<file path="config.mk">
export PLATFORM = sky130hd
export DESIGN_NAME = riscv_core_lsu_ctrl
export DESIGN_NICKNAME = d
export VERILOG_FILES = /design/src/rtl/riscv_core_lsu_ctrl.sv
export SDC_FILE = /design/constraint.sdc
export NUM_CORES = 1
export LEC_CHECK = 0
export CAP_MARGIN = 20
export CORE_MARGIN = 2
export CORE_UTILIZATION = 45
export CTS_CLUSTER_DIAMETER = 50
export CTS_CLUSTER_SIZE = 28
export DETAILED_ROUTE_END_ITERATION = 8
export GPL_TIMING_DRIVEN = 1
export PLACE_DENSITY_LB_ADDON = 0.12
export SETUP_SLACK_MARGIN = 0.5
export SLEW_MARGIN = 20
export SYNTH_ARGS = -nofsm -noshare
export SYNTH_HDL_FRONTEND = slang
export SYNTH_SLANG_ARGS = --single-unit
export TNS_END_PERCENT = 1
</file>
<file path="constraint.sdc">
create_clock -name i_clk -period 2.7 [get_ports i_clk]
set_clock_uncertainty 0.1 [all_clocks]
set_input_delay 0.54 -clock i_clk [delete_from_list [all_inputs] [get_ports i_clk]]
set_output_delay 0.54 -clock i_clk [all_outputs]
set_load 0.02 [all_outputs]
</file>
<file path="src/rtl/riscv_core_lsu_ctrl.sv">
// Load/store sequencer between execute and the data-memory req/gnt/rvalid port. Optional macro: RISCV_LSU_MISALIGN_TRAP_EN.
// Latency (accept edge to done sampled): store 2, load 3; +1 per gnt/rvalid wait cycle; misalign trap 1.
// Backpressure: o_lsu_ready only in IDLE, so one transaction is outstanding; o_dmem_req is held until i_dmem_gnt.
module riscv_core_lsu_ctrl #(
  parameter int XLEN = 64
) (
  input  logic            i_clk,
  input  logic            i_rst,
  input  logic            i_lsu_valid,
  output logic            o_lsu_ready,
  input  logic            i_lsu_we,
  input  logic [1:0]      i_lsu_size,
  input  logic            i_lsu_su_extend,
  input  logic [XLEN-1:0] i_lsu_addr,
  input  logic [XLEN-1:0] i_lsu_wdata,
  output logic            o_lsu_done,
  output logic [XLEN-1:0] o_lsu_rdata,
  output logic            o_lsu_misalign,
  output logic            o_dmem_req,
  input  logic            i_dmem_gnt,
  output logic            o_dmem_we,
  output logic [XLEN-1:0] o_dmem_addr,
  output logic [7:0]      o_dmem_be,
  output logic [XLEN-1:0] o_dmem_wdata,
  input  logic            i_dmem_rvalid,
  input  logic [XLEN-1:0] i_dmem_rdata
);

  typedef enum logic [1:0] {IDLE, REQ, WAIT, RESP} state_t;

  state_t            state_q, state_d;
  logic              we_q, we_d;
  logic [1:0]        size_q, size_d;
  logic              su_q, su_d;
  logic [2:0]        off_q, off_d;
  logic              ready_q, ready_d;
  logic              done_q, done_d;
  logic [XLEN-1:0]   rdata_q, rdata_d;
  logic              req_q, req_d;
  logic              dwe_q, dwe_d;
  logic [XLEN-1:0]   daddr_q, daddr_d;
  logic [7:0]        be_q, be_d;
  logic [XLEN-1:0]   dwdata_q, dwdata_d;
  logic [XLEN-1:0]   rd_shifted;
  logic [7:0]        be_base;
`ifdef RISCV_LSU_MISALIGN_TRAP_EN
  logic              mis_q, mis_d;
  logic              req_mis;
`endif

  // Next-state, latched operands and registered outputs for the LSU FSM
  always_comb begin
    state_d  = state_q;
    we_d     = we_q;
    size_d   = size_q;
    su_d     = su_q;
    off_d    = off_q;
    rdata_d  = rdata_q;
    dwe_d    = dwe_q;
    daddr_d  = daddr_q;
    be_d     = be_q;
    dwdata_d = dwdata_q;
`ifdef RISCV_LSU_MISALIGN_TRAP_EN
    mis_d    = mis_q;
    req_mis  = ((i_lsu_size == 2'b01) && i_lsu_addr[0]) ||
               ((i_lsu_size == 2'b10) && (i_lsu_addr[1:0] != 2'b00)) ||
               ((i_lsu_size == 2'b11) && (i_lsu_addr[2:0] != 3'b000));
`endif
    // Lane mask before shifting to the byte offset; bits past lane 7 fall off.
    case (i_lsu_size)
      2'b00:   be_base = 8'h01;
      2'b01:   be_base = 8'h03;
      2'b10:   be_base = 8'h0F;
      default: be_base = 8'hFF;
    endcase
    rd_shifted = i_dmem_rdata >> {off_q, 3'b000};

    case (state_q)
      IDLE: begin
        if (i_lsu_valid) begin
          we_d     = i_lsu_we;
          size_d   = i_lsu_size;
          su_d     = i_lsu_su_extend;
          off_d    = i_lsu_addr[2:0];
          rdata_d  = '0;
          dwe_d    = i_lsu_we;
          daddr_d  = {i_lsu_addr[XLEN-1:3], 3'b000};
          be_d     = be_base << i_lsu_addr[2:0];
          dwdata_d = i_lsu_wdata << {i_lsu_addr[2:0], 3'b000};
          state_d  = REQ;
`ifdef RISCV_LSU_MISALIGN_TRAP_EN
          mis_d    = req_mis;
          if (req_mis) begin
            state_d = RESP;
          end
`endif
        end
      end
      REQ: begin
        if (i_dmem_gnt) begin
          state_d = we_q ? RESP : WAIT;
        end
      end
      WAIT: begin
        if (i_dmem_rvalid) begin
          case (size_q)
            2'b00:   rdata_d = su_q ? {{(XLEN-8){1'b0}}, rd_shifted[7:0]}
                                    : {{(XLEN-8){rd_shifted[7]}}, rd_shifted[7:0]};
            2'b01:   rdata_d = su_q ? {{(XLEN-16){1'b0}}, rd_shifted[15:0]}
                                    : {{(XLEN-16){rd_shifted[15]}}, rd_shifted[15:0]};
            2'b10:   rdata_d = su_q ? {{(XLEN-32){1'b0}}, rd_shifted[31:0]}
                                    : {{(XLEN-32){rd_shifted[31]}}, rd_shifted[31:0]};
            default: rdata_d = rd_shifted;
          endcase
          state_d = RESP;
        end
      end
      default: state_d = IDLE;
    endcase

    ready_d = (state_d == IDLE);
    done_d  = (state_d == RESP);
    req_d   = (state_d == REQ);
  end

  // State and output registers with synchronous reset
  always_ff @(posedge i_clk) begin
    if (i_rst) begin
      state_q  <= IDLE;
      we_q     <= 1'b0;
      size_q   <= 2'b00;
      su_q     <= 1'b0;
      off_q    <= 3'b000;
      ready_q  <= 1'b1;
      done_q   <= 1'b0;
      rdata_q  <= '0;
      req_q    <= 1'b0;
      dwe_q    <= 1'b0;
      daddr_q  <= '0;
      be_q     <= 8'h00;
      dwdata_q <= '0;
`ifdef RISCV_LSU_MISALIGN_TRAP_EN
      mis_q    <= 1'b0;
`endif
    end else begin
      state_q  <= state_d;
      we_q     <= we_d;
      size_q   <= size_d;
      su_q     <= su_d;
      off_q    <= off_d;
      ready_q  <= ready_d;
      done_q   <= done_d;
      rdata_q  <= rdata_d;
      req_q    <= req_d;
      dwe_q    <= dwe_d;
      daddr_q  <= daddr_d;
      be_q     <= be_d;
      dwdata_q <= dwdata_d;
`ifdef RISCV_LSU_MISALIGN_TRAP_EN
      mis_q    <= mis_d;
`endif
    end
  end

  assign o_lsu_ready  = ready_q;
  assign o_lsu_done   = done_q;
  assign o_lsu_rdata  = rdata_q;
  // Request is withdrawn in the reset cycle itself, not one edge later.
  assign o_dmem_req   = req_q & ~i_rst;
  assign o_dmem_we    = dwe_q;
  assign o_dmem_addr  = daddr_q;
  assign o_dmem_be    = be_q;
  assign o_dmem_wdata = dwdata_q;
`ifdef RISCV_LSU_MISALIGN_TRAP_EN
  assign o_lsu_misalign = mis_q;
`else
  assign o_lsu_misalign = 1'b0;
`endif

endmodule

</file>
* Yosys cells after proc, flatten, opt, wreduce, memory -nomap -nowiden
Index checks and enable logic that the tools add are counted.
Word-level totals: bits in registers 209, bits of input ports 201, output and inout port bits 205, word-level logic and storage cells 47
Operators by class: equality and inequality tests 10, shift-type cells 3, muxes and demuxes 13, bitwise logic cells 2, reduce and logical (&&, ||, !) cells 7
Operator list (number):
- two-way mux 64 bit | 5
- case mux 64 bit (3 select lines) | 1
- case mux 64 bit (2 select lines) | 1
- left shift 64 x 6 -> 64 bit | 1
- >> shifter 64 x 6 -> 64 bit | 1
- case mux 8 bit (3 select lines) | 1
- == test 2 x 1 -> 1 bit, second input constant | 4
- == test 2 bit, second input constant | 4
- zero test 2 bit | 4
- left shift 8 x 3 -> 8 bit | 1
- two-way mux 2 bit | 3
- case mux 2 bit (3 select lines) | 1
- != test 2 bit, second input constant | 2
- AND reduction 3 bit | 1
- AND reduction 2 bit | 1
- nonzero test 2 bit | 1
- bitwise AND 1 bit | 1
- two-way mux 1 bit | 1
- NOT 1 bit | 1

* Logic depth before layout (Yosys ltp)
depth after elaboration 5, gate-level depth with buffers 9, mapped depth without buffers 5

* Worst setup path after synthesis
Ideal clock, no wire load.
path kind input to register, from input i_lsu_addr[1], to register dwdata_q[40], in the netlist o_dmem_wdata[40], setup time 133 ps, arrival time 2036 ps, data required time 2467 ps, slack 430 ps, cell stages on the path 6, path buffers 3, cell sequence clkbuf_1 > buf_1 > buf_2 > mux4_2 > a221oi_1 > nor3_1
Between the ends: word-level cells in the longest chain between the ends 1
RTL lines:
- start, declared | line 14 | input logic [XLEN-1:0] i_lsu_addr,
- left shift 64 x 6 -> 64 bit | line 89 | dwdata_d = i_lsu_wdata << {i_lsu_addr[2:0], 3'b000};
- end signal, assigned | line 158 | dwdata_q <= dwdata_d;
- end, declared | line 43 | logic [XLEN-1:0] dwdata_q, dwdata_d;
No other way between the ends. A chain may end at the register's enable or synchronous reset.

* Worst setup path in the final report
from input i_dmem_rdata[23], to register rdata_q[46], in the netlist o_lsu_rdata[46]
Between the ends: word-level cells in the longest chain between the ends 5, elaborated cells on any way between the ends 7, classes of those cells shift: 1; mux: 6
RTL lines:
- start, declared | line 26 | input logic [XLEN-1:0] i_dmem_rdata
- >> shifter 64 x 6 -> 64 bit * | line 76 | rd_shifted = i_dmem_rdata >> {off_q, 3'b000};
- two-way mux 64 bit, on equally long branches | line 111, 107, 109
- case mux 64 bit (3 select lines) * | line 106 | case (size_q)
- two-way mux 64 bit * | line 105 | if (i_dmem_rvalid) begin
- case mux 64 bit (2 select lines) * | line 78 | case (state_q)
- end signal, assigned | line 153 | rdata_q <= rdata_d;
- end, declared | line 38 | logic [XLEN-1:0] rdata_q, rdata_d;
Mark *: on every way between the ends. The rest lies on a longest branch, timed or not. The select of a mux whose other input is x is not followed.

==> run metrics <==
first-pass iteration count of the detailed router 6; Starting Density 46.1%; die width 159 um; R2R Setup Slk 0.55 ns; hpwl dp 29.7 mm; Final TNS setup 0 ns; mean area per synthesized cell 8.77 sq um; Sw Share 30.9%; Met1 Wirelength 15.4 mm; vias in the first global route 10.4k; row count 56; Leak 6.03 nW; Worst Path Max Fanout 39; run status finished clean; Synth warnings 0; total detailed-routing wirelength 39.5 mm; slowest stage delay, CP 0.51 ns; fin. max-slew vios 0; Post-Syn Instances 1240; PwrDens 573 nW/um^2; Clk pwr share 40.3%; clk root buf clkbuf_16; core area 23600 sq um; Worst-Skew Late Latency 0.52 ns; Routed met2 length 19.7 mm; Max rail drop VDD 0.459 mV; CP Launch Type primary input; GRT Residual Overflow 0; max layer used met4; largest net degree at the start of global routing 141; crit path DAT 2.52 ns; Util after Layout 69.3%; Flop pwr share 35.8%; die boundary height 159 um; slowest CP cell mux4_2; data required time at the worst endpoint 2.99 ns; Via density 5.69; r2r worst-path depth 6; initial antenna violation count 3; synthesized flop and latch total 209; Netlist cell types 48; # port buffers 401; WP depth 7; clock slew at reported path FFs 0.07 ns; WL met3 2.68 mm; layout cells sized above 1 13.0%; Max Fclk 450 MHz; total track usage 29.5%; slew margin rel. 29.1%; cells along the critical path clkdlybuf4s50_1, mux2_4, mux4_2, nand4_1, o21ai_2, buf_12, a221o_1; Final Cell Area 16400 sq um; RSZ-0062 raised after global routing true; clk sink count 209; Tcrit/Tclk final 82.4%; Area after DPL 15400 sq um; DRC violations left 0; Seq/Total Area, Yosys 38.5%; Switch Pwr 2.89 mW; combinational power share 23.8%; Die Area 25400 sq um; CP startpoint i_dmem_rdata[23]; Worst Tran Pin Value 1.06 ns; WL/cell 20.3 um; gpl congestion 0.993; Max H-tree Level 1; fraction of registers with async set/reset 0%; termination of the worst setup path o_lsu_rdata[46]$_SDFFE_PP0P_; initial DRC count 911; Post-synth EDFFs 0; setup violators final 0; clock period minus worst slack 2.22 ns; main flop type after synthesis dfxtp_1; Fin. Hold Viols 0; CTS Hold Bufs 0; Crit path max-delay family multiplexers; max_cap viols 0; worst min-delay path category in2reg; cell-internal power 6.48 mW; Setup crit end kind flop; Worst Hold Slack 0.245 ns; CTS Buf Count 26; Antenna Nets Post-Route 0; reg-to-reg startpoint off_q[1]$_SDFFE_PP0P_; nets@finish 1802; I/O pin count 406; CTS tree built; clk buf depth 3; total number of vias 11.1k; Synth Cell Area 10900 sq um; first-pass GRT wire length 59.7 mm; critical path class in2reg; WP buf/inv 2; Syn-to-layout area delta 50.5%; Worst R2R End o_lsu_rdata[46]$_SDFFE_PP0P_
-- state kept, by name (all words and copies together) (netlist names), 2 cells and up --
name / count
size_q: 2
o_dmem_addr: 61
o_dmem_wdata: 64
o_dmem_be: 8
off_q: 3
state_q: 2
o_lsu_rdata: 64
-- cell type report --
type	instances	area, sq um
fillers	1876	7250
multi-input cells	900	6140
repair buffers	458	4630
flip-flops and latches	209	4190
clock buffers	28	679
well taps	319	399
clock inverters	20	293
inverters	6	22.5
diodes	3	7.51
-- cell usage after synthesis (3+ instances only) --
master	n	area [sq um]
mux2i_1	72	721
inv_1	4	15.0
nand3_1	19	95.1
buf_1	16	60.1
a311oi_2	7	105
nor2b_1	17	106
buf_2	19	95.1
a21oi_1	133	666
dfxtp_1	209	4180
a211oi_1	32	240
a221oi_1	16	140
mux2_2	41	462
a32oi_1	6	52.6
nand2_1	205	769
nand3b_1	6	45.0
o211ai_1	3	22.5
o21ai_0	37	185
mux4_2	40	901
nor3_1	32	160
a211o_1	13	114
buf_4	4	30.0
nand2b_1	20	125
a221o_1	32	320
nor2_1	105	394
a22oi_1	33	248
clkbuf_1	85	319
buf_6	4	45.0
and2_1	5	31.3
-- cell usage in the layout (no fill, tap or decap), drive strengths merged, types with 19 or more instances in the layout --
cell           netlist  final
a221o               32     32
buf                 43     59
nand3               19     19
a21oi              133    133
a22oi               33     33
a211oi              34     34
nor3                32     32
dfxtp              209    209
clkdlybuf4s50        0    395
nand2b              20     20
mux2                43     43
nand2              205    205
clkbuf              85     29
mux4                40     40
nor2               105    105
o21ai               38     38
mux2i               72     72
-- power groups by stage --
stage | sequential [mW] | combinational [mW] | clock (mW)
after CTS | 3.36 | 2.22 | 3.85
after global placement | 3.42 | 2.18 | 0
after floorplan | 3.59 | 0.990 | 0
after detailed placement | 3.43 | 2.21 | 0
after global routing | 3.38 | 2.37 | 3.99
final | 3.36 | 2.24 | 3.78
-- worst min-delay path by stage --
stage,startpoint,to,cells after the start
after floorplan,su_q$_SDFFE_PP0P_,su_q$_SDFFE_PP0P_,2
after detailed placement,o_dmem_wdata[9]$_SDFFE_PP0P_,o_dmem_wdata[9]$_SDFFE_PP0P_,2
after global routing,i_rst,o_lsu_rdata[0]$_SDFFE_PP0P_,2
after CTS,i_rst,o_lsu_rdata[0]$_SDFFE_PP0P_,2
final,i_rst,o_lsu_rdata[0]$_SDFFE_PP0P_,2
after global placement,o_dmem_wdata[9]$_SDFFE_PP0P_,o_dmem_wdata[9]$_SDFFE_PP0P_,2
-- routing by layer --
layer | vias up | GRT usage [%]
li1 | 5224 | -
met1 | 5208 | 35.6
met2 | 534 | 51.7
met3 | 87 | 4.90
met4 | 0 | 12.9
met5 | - | 0
-- cells by family after synthesis --
logic type	Yosys count	share of synthesized area, %
buf+inv	134	5.26
other cells	1	0.0345
compound gates	323	20.3
flops	209	38.5
simple gates	418	16.6
mux	155	19.4
-- through the flow --
stage	power [mW]	instances	worst slack, ns
2_1_floorplan	4.58	1243	0.445
4_1_cts	9.43	1938	0.473
3_5_place_dp	5.64	1890	-0.0998
5_1_grt	9.73	1943	0.446
6_report	9.37	1943	0.476
3_3_place_gp	5.60	1890	-0.0386
-- timing repair --
| action | 4_1_cts | 5_1_grt |
|---|---|---|
| endpoints found under the setup margin | 50 | 60 |
| resized for setup | 3 | 3 |
| buffers inserted | 0 | 2 |
| pin swaps | 0 | 0 |
No activity file was read; power rests on OpenSTA's default activity.
